**src/rtl/eau_pkg.sv**
```systemverilog
// Shared encodings for the effective-address unit: addressing modes, FSM states
// and AUTOINC step sizes.
package eau_pkg;

  typedef enum logic [2:0] {
    MODE_NOP      = 3'd0,
    MODE_AUTOINC  = 3'd1,
    MODE_IDX_SRC  = 3'd2,
    MODE_IDX_DST  = 3'd3,
    MODE_SYMBOLIC = 3'd4,
    MODE_ABSOLUTE = 3'd5,
    MODE_RSV6     = 3'd6,
    MODE_RSV7     = 3'd7
  } mode_e;

  typedef enum logic {
    ST_IDLE     = 1'b0,
    ST_WAIT_MDB = 1'b1
  } state_e;

  localparam int STEP_BYTE    = 1;
  localparam int STEP_WORD    = 2;
  localparam int STEP_DEFAULT = 1;

endpackage

```
**src/rtl/tap_delay_line.sv**
```systemverilog
// Register history: taps[k] holds din as sampled k+1 clocks ago.
// Shifts on every clock, independent of any FSM state.
module tap_delay_line #(
  parameter int WIDTH = 16,
  parameter int DEPTH = 3
) (
  input  logic                         clk,
  input  logic                         rst_n,
  input  logic [WIDTH-1:0]             din,
  output logic [DEPTH-1:0][WIDTH-1:0]  taps
);

  always_ff @(posedge clk or negedge rst_n) begin
    if (!rst_n) begin
      taps <= '0;
    end else begin
      taps[0] <= din;
      for (int i = 1; i < DEPTH; i++) begin
        taps[i] <= taps[i-1];
      end
    end
  end

endmodule

```
**src/rtl/eff_addr_unit.sv**
```systemverilog
// Effective-address unit: computes an address from register history, PC and a
// memory offset word. Define EAU_BYTE_INC_EN to make the AUTOINC step follow bw.
module eff_addr_unit
  import eau_pkg::*;
#(
  parameter int WIDTH   = 16,
  parameter int DEPTH   = 3,
  parameter int TIMEOUT = 15,
  localparam int TAP_W  = (DEPTH > 1) ? $clog2(DEPTH) : 1,
  localparam int CNT_W  = $clog2(TIMEOUT + 1)
) (
  input  logic             clk,
  input  logic             rst_n,
  input  logic             start,
  input  logic [2:0]       mode,
  input  logic [TAP_W-1:0] tap_sel,
  input  logic             bw,
  input  logic [WIDTH-1:0] src_in,
  input  logic [WIDTH-1:0] dst_in,
  input  logic [WIDTH-1:0] pc_in,
  input  logic [WIDTH-1:0] mdb_in,
  input  logic             mdb_valid,
  output logic             busy,
  output logic [WIDTH-1:0] ea_out,
  output logic             ea_valid,
  output logic             err
);

  logic [DEPTH-1:0][WIDTH-1:0] src_taps;
  logic [DEPTH-1:0][WIDTH-1:0] dst_taps;

  tap_delay_line #(.WIDTH(WIDTH), .DEPTH(DEPTH)) u_src_hist (
    .clk   (clk),
    .rst_n (rst_n),
    .din   (src_in),
    .taps  (src_taps)
  );

  tap_delay_line #(.WIDTH(WIDTH), .DEPTH(DEPTH)) u_dst_hist (
    .clk   (clk),
    .rst_n (rst_n),
    .din   (dst_in),
    .taps  (dst_taps)
  );

  logic [WIDTH-1:0] step;
`ifdef EAU_BYTE_INC_EN
  assign step = bw ? WIDTH'(STEP_BYTE) : WIDTH'(STEP_WORD);
`else
  logic unused_bw;
  assign unused_bw = bw;
  assign step      = WIDTH'(STEP_DEFAULT);
`endif

  state_e           state, state_next;
  logic [WIDTH-1:0] base, base_next;
  logic [CNT_W-1:0] cnt, cnt_next;
  logic [WIDTH-1:0] ea_next;
  logic             ea_valid_next, err_next;
  logic             tap_bad;
  logic [WIDTH-1:0] src_tap, dst_tap;

  assign tap_bad = int'(tap_sel) >= DEPTH;
  assign src_tap = tap_bad ? '0 : src_taps[tap_sel];
  assign dst_tap = tap_bad ? '0 : dst_taps[tap_sel];
  assign busy    = (state != ST_IDLE);

  always_ff @(posedge clk or negedge rst_n) begin
    if (!rst_n) begin
      state    <= ST_IDLE;
      base     <= '0;
      cnt      <= '0;
      ea_out   <= '0;
      ea_valid <= 1'b0;
      err      <= 1'b0;
    end else begin
      state    <= state_next;
      base     <= base_next;
      cnt      <= cnt_next;
      ea_out   <= ea_next;
      ea_valid <= ea_valid_next;
      err      <= err_next;
    end
  end

  // ABSOLUTE uses a zero base so every memory-operand mode shares base + mdb.
  always_comb begin
    state_next    = state;
    base_next     = base;
    cnt_next      = cnt;
    ea_next       = ea_out;
    ea_valid_next = 1'b0;
    err_next      = 1'b0;
    case (state)
      ST_IDLE: begin
        if (start) begin
          if (tap_bad) begin
            err_next = 1'b1;
          end else begin
            case (mode_e'(mode))
              MODE_NOP: begin
                ea_next       = '0;
                ea_valid_next = 1'b1;
              end
              MODE_AUTOINC: begin
                ea_next       = src_tap + step;
                ea_valid_next = 1'b1;
              end
              MODE_IDX_SRC: begin
                base_next  = src_tap;
                cnt_next   = '0;
                state_next = ST_WAIT_MDB;
              end
              MODE_IDX_DST: begin
                base_next  = dst_tap;
                cnt_next   = '0;
                state_next = ST_WAIT_MDB;
              end
              MODE_SYMBOLIC: begin
                base_next  = pc_in;
                cnt_next   = '0;
                state_next = ST_WAIT_MDB;
              end
              MODE_ABSOLUTE: begin
                base_next  = '0;
                cnt_next   = '0;
                state_next = ST_WAIT_MDB;
              end
              default: begin
                err_next = 1'b1;
              end
            endcase
          end
        end
      end
      ST_WAIT_MDB: begin
        if (mdb_valid) begin
          ea_next       = base + mdb_in;
          ea_valid_next = 1'b1;
          state_next    = ST_IDLE;
        end else if (cnt == CNT_W'(TIMEOUT - 1)) begin
          err_next   = 1'b1;
          state_next = ST_IDLE;
        end else begin
          cnt_next = cnt + 1'b1;
        end
      end
      default: begin
        state_next = ST_IDLE;
      end
    endcase
  end

endmodule
```
**config.mk**
```make
export PLATFORM = sky130hd
export DESIGN_NAME = eff_addr_unit
export DESIGN_NICKNAME = d
export VERILOG_FILES = /design/src/rtl/eau_pkg.sv /design/src/rtl/tap_delay_line.sv /design/src/rtl/eff_addr_unit.sv
export SDC_FILE = /design/constraint.sdc
export NUM_CORES = 1
export LEC_CHECK = 0
export CAP_MARGIN = 25
export CORE_MARGIN = 1.5
export CORE_UTILIZATION = 30
export DETAILED_ROUTE_END_ITERATION = 16
export GPL_TIMING_DRIVEN = 0
export MAX_ROUTING_LAYER = met4
export PLACE_DENSITY_LB_ADDON = 0.12
export SYNTH_ARGS = -nofsm -noshare
export SYNTH_HDL_FRONTEND = slang
export SYNTH_SLANG_ARGS = --single-unit
```
**constraint.sdc**
```tcl
create_clock -name clk -period 3.39 [get_ports clk]
set_input_delay 0.339 -clock clk [delete_from_list [all_inputs] [get_ports clk]]
set_output_delay 0.339 -clock clk [all_outputs]
set_load 0.03 [all_outputs]
```
After elaboration in Yosys (flattened, before gate mapping)
Cells that the tools add are included.
{"block": "word_totals", "ff_bits": 135, "latch_bits": 0, "ram_bits": 0, "rom_bits": 0, "in_bits": 74, "out_inout_bits": 19, "mem_count": 0}
{"block": "op_classes", "addsub": 3, "n_mul": 0, "div": 0, "magnitude_cmp": 2, "n_eq_ne": 13, "shifts": 0, "muxes": 34, "bitwise_logic": 2, "reduce_logical": 8}
{"operator": "$mux W16", "count": 6}
{"operator": "$bmux W16 S2", "count": 2}
{"operator": "$pmux W16 S2", "count": 2}
{"operator": "$pmux W16 S4", "count": 1}
{"operator": "$mux W4", "count": 5}
{"operator": "$add A16 B1 Y16 const B", "count": 1}
{"operator": "$add A16 B16 Y16", "count": 1}
{"operator": "$mux W1", "count": 14}
{"operator": "$ne A2 B2 Y1 const B", "count": 6}
{"operator": "$pmux W4 S2", "count": 1}
{"operator": "$reduce_and A4 Y1", "count": 2}
{"operator": "$eq A3 B2 Y1 const B", "count": 2}
{"operator": "$eq A3 B3 Y1 const B", "count": 2}
{"operator": "$pmux W1 S2", "count": 3}
{"operator": "$reduce_or A6 Y1", "count": 1}
{"operator": "$reduce_and A5 Y1", "count": 1}
{"operator": "$add A4 B1 Y4 const B", "count": 1}
{"operator": "$eq A4 B4 Y1 const B", "count": 1}
{"operator": "$reduce_bool A4 Y1", "count": 1}
{"operator": "$reduce_or A4 Y1", "count": 1}
{"operator": "$eq A3 B1 Y1 const B", "count": 1}
{"operator": "$logic_not A3 Y1", "count": 1}
{"operator": "$lt A2 B3 Y1 const B", "count": 1}
{"operator": "$ne A3 B1 Y1 const B", "count": 1}
{"operator": "3 further kinds", "count": 4}

Longest topological paths before layout
{"block": "logic_depth", "depth_word": 8, "depth_mapped": 11}

Hierarchy
Synthesis repeated with hierarchy kept, for this count alone.
{"block": "unflattened", "cells_unflattened": 545, "hier_area_um2": 6203.4}
{"mod": "eff_addr_unit", "n_inst": 1, "cells_per_inst": 449, "area_each_um2": 3801.1, "seq_area_each_um2": 975.9}
{"mod": "tap_delay_line", "n_inst": 2, "cells_per_inst": 48, "area_each_um2": 1201.2, "seq_area_each_um2": 1201.2}

Least setup slack after synthesis
Ideal clock, no wire load.
{"block": "synth_timing", "path_type": "reg-to-reg", "startpoint": "register base[6]", "endpoint": "register ea_out[15]", "setup_ns": 0.126, "arrival_time_ns": 2.085, "required_time_ns": 3.264, "path_slack_ns": 1.179, "path_stages_with_launch": 9, "path_buffers": 0, "period_less_slack_ns": 2.211, "path_cell_list": "dfrtp_1 ha_1 a211o_1 a211oi_2 nor3_1 nor2_1 o21ai_1 mux2_1 a221o_1"}
{"block": "synth_via", "elab_chain_cells": 3}
{"element": "start: declaration", "line": "eff_addr_unit.sv:56", "source": "logic [WIDTH-1:0] base, base_next;"}
{"element": "start signal: assignment", "line": "eff_addr_unit.sv:78", "source": "base <= base_next;"}
{"element": "$add A16 B16 Y16", "line": "eff_addr_unit.sv:138", "source": "ea_next = base + mdb_in;"}
{"element": "$mux W16", "line": "eff_addr_unit.sv:137", "source": "if (mdb_valid) begin"}
{"element": "$pmux W16 S2", "line": "eff_addr_unit.sv:94", "source": "case (state)"}
{"element": "end signal: assignment", "line": "eff_addr_unit.sv:80", "source": "ea_out <= ea_next;"}
{"element": "end: declaration", "line": "eff_addr_unit.sv:24", "source": "output logic [WIDTH-1:0] ea_out,"}
Every way passes these cells. The select of a mux whose other input is x is not followed.
A chain may end at the register's enable or synchronous reset.

Final worst setup path
Same ends and word-level chain as after synthesis.

==> reports/results.ini <==
[floorplanning]
rows = 51
dieArea_sq_um = 21040
io_pins = 93
core_sq_um = 19650
dieHeight_um = 145.0
start_util_pct = 30.79
chipWidth_um = 145.0

[critical_path]
crit_path_start_kind = flip-flop
endpoint_kind = flip-flop
cp.arrival_ns = 2.88
cp_max_fo = 4
worstReg2RegStart = base[6]
slowest_delay_ns = 0.42
critPathLaunch = base[6]
crit_slowest_cell = dfrtp_1
worstSetupPathType = flip-flop to flip-flop
cp_data_required_time_ns = 3.70
crit_chain = ha_1 -> a211o_1 -> o221ai_1 -> nor3_1 -> nor2_1 -> o21ai_1 -> mux2_1 -> a221o_1

[detailed_routing]
drt_wl_total_mm = 15.94
wl_per_cell_um = 17.38
avgViaCountPerCell = 4.795
drc_errors = 0
antenna_left = 0
vias = 4397
first_pass_iters = 5
drt_iter0_markers = 255

[placement]
gp_congestion = 0.9567
place_ws_ns = 0.4377
port_buffers = 88
hpwlAfterDp_mm = 11.91
placed_cell_area_sq_um = 7293

[layout]
n_antenna_cell = 0
multi_input_area_sq_um = 2481
nFillCells = 1938
drive_gt1_share_pct = 9.816
register_area_sq_um = 3378
area.growth.synth_to_final_pct = 30.78
fin_nets = 733
final_cell_area_sq_um = 7915

[power]
p_leak_nw = 3.364
clock_power_share_pct = 38.2
intPower_mw = 3.498
p_seq_share_pct = 38.5
ir_worst_vdd_mv = 0.3730
combPwrFrac_pct = 23.3
p_sw_share_pct = 30.10
powerDensity_nw_per_um2 = 632.3
switching_power_mw = 1.506

[clocking]
clk_pin_slew_worst_paths_ns = 0.06
ctsResizeCount = 0
clk-insertion-delay-late_ns = 0.43
cts-root-buf = clkbuf_16
clock-sinks = 135
post_cts_buffers = 0
cts_tree = done
cts_buffer_depth = 2
cts_made_buffers = 17
cts_hold_buf = 1
htreeDepth = 4

[timing]
hold_ws_ns = 0.3411
finalCritPeriodShare_pct = 75.57
tightest_slew_ns = 0.9073
worst_slack_ns = 0.8281
fin_skew_ns = 0.006021
setup_viol = 0
relSlewSlack_pct = 39.38
fmax_mhz = 390.3
drv_slew = 0
period_needed_ns = 2.562
finalHoldViolCount = 0
rsz0062_at_grt = no

[global_routing]
antenna_found_initial = 0
overflow = 0
grt_max_degree = 96
grt_pass1_wl_mm = 25.73
grt_usage_pct = 16.49
grt_pass1_vias = 4694

[run_status]
status = finished, final reports clean

[synth]
synthFlopType = dfrtp_1
netlist_instances = 531
syn_area_per_cell_sq_um = 11.40
yosysUniqueCellTypes = 56
yosysWarnings = 0
syn_nets = 624
netlist_area_sq_um = 6052
ys_seq_area_share_pct = 55.82
async_reset_ff_share_pct = 100.0
synth_edf_count = 0
synth_seq_cells = 135

[flow_run]
max-cap-violations = 0

[hold_path]
min-delay-start = dst_in[14]
holdCritPathClass = primary input to flip-flop

[power by group through the flow]
stage	Sequential, mW	Combinational (mW)	Clock [mW]
after global routing	1.95	1.28	2.03
after global placement	1.95	1.15	0
after detailed placement	1.96	1.17	0
after CTS	1.93	1.17	1.96
final	1.93	1.17	1.91
after floorplan	2.06	0.595	0
[kinds of logic (layout without fill, tap and decap cells)]
group | count (synthesis) | count (layout) | share of synthesized area [%]
AOI/OAI and AO/OA | 150 | 150 | 17.20
xor gates and xnor gates | 27 | 27 | 3.907
adders and majority gates | 19 | 19 | 4.052
buffers and inverters | 37 | 158 | 3.184
DFF | 135 | 135 | 55.82
muxes | 34 | 34 | 5.665
and+or+nand+nor | 129 | 129 | 10.17
[per-stage QoR]
stage | utilization (%) | power (mW) | instances | setup TNS [ns]
6_report | 40.27 | 5.005 | 917 | 0
5_1_grt | 40.27 | 5.258 | 917 | 0
4_1_cts | 40.27 | 5.063 | 917 | 0
3_5_place_dp | 37.11 | 3.125 | 885 | 0
3_3_place_gp | 36.96 | 3.100 | 884 | -441.35
2_1_floorplan | - | 2.659 | 531 | 0
[flip-flops by register name, summed over array words and instances, names as in the netlist]
| name | count |
|---|---|
| u_dst_hist.taps | 48 |
| u_src_hist.taps | 48 |
| base | 16 |
| ea_out | 16 |
| cnt | 4 |
| busy | 1 |
| ea_valid | 1 |
| err | 1 |
[synth_stat cells (10+ instances only)]
master	count	share of area (%)
ha_1	18	3.7
o21ai_0	35	2.9
a211oi_1	15	1.9
inv_1	10	0.62
clkbuf_1	13	0.81
a21oi_1	43	3.6
dfrtp_1	135	56
mux2i_1	32	5.3
xnor2_1	17	2.5
nor2_1	55	3.4
nand2_1	39	2.4
xor2_1	10	1.4
[routing by layer]
metal,up-vias,track usage (%),part of all wire (%)
met5,-,-,0
met4,0,7.010,2.6
met3,28,3.648,3.7
met2,102,25.31,47
met1,2154,20.99,47
li1,2113,-,-
[path summary, 6_finish.rpt]
check                                      endpoint  slack, ns  cells past startpoint
max in group asynchronous       u_dst_hist.taps[25]       2.18                      3
worst min-delay path            u_dst_hist.taps[14]       0.34                      1
worst min register to register  u_src_hist.taps[39]       0.37                      0
min in group asynchronous                 ea_out[1]       0.41                      2
worst max register to register           ea_out[15]       0.83                      8
worst max-delay path                     ea_out[15]       0.83                      8
[layout by cell type, fill, tap and decap left out, types with 5 or more instances in the layout]
cell type,n
clkdlybuf4s50_1,87
nor2_1,55
buf_6,5
inv_1,10
xnor2_1,17
mux2i_1,32
a211oi_1,15
ha_1,18
a221oi_1,7
o211ai_1,5
o21ai_0,35
xor2_1,10
o2bb2ai_1,5
a21oi_1,43
o21a_1,5
dfrtp_1,135
nand3_1,8
a21o_1,6
clkbuf_1,13
nand2_1,39
clkbuf_16,17
[worst max-delay path, delay by kind of cell (launching register included)]
family / cells / cell delay (ns)
flops: 1 / 0.42
simple gates: 2 / 0.46
mux: 1 / 0.36
fa+ha+maj: 1 / 0.36
compound gates: 4 / 0.86
[cell type report]
class	count	area share [%]
Inverter	11	0.5217
Clock buffer	18	5.549
Timing Repair Buffer	90	11.62
Buffer	26	1.913
Sequential cell	135	42.68
Tap cell	265	4.189
Multi-Input combinational cell	359	31.35
Clock inverter	13	2.181
(Power assumes the default switching activity.)
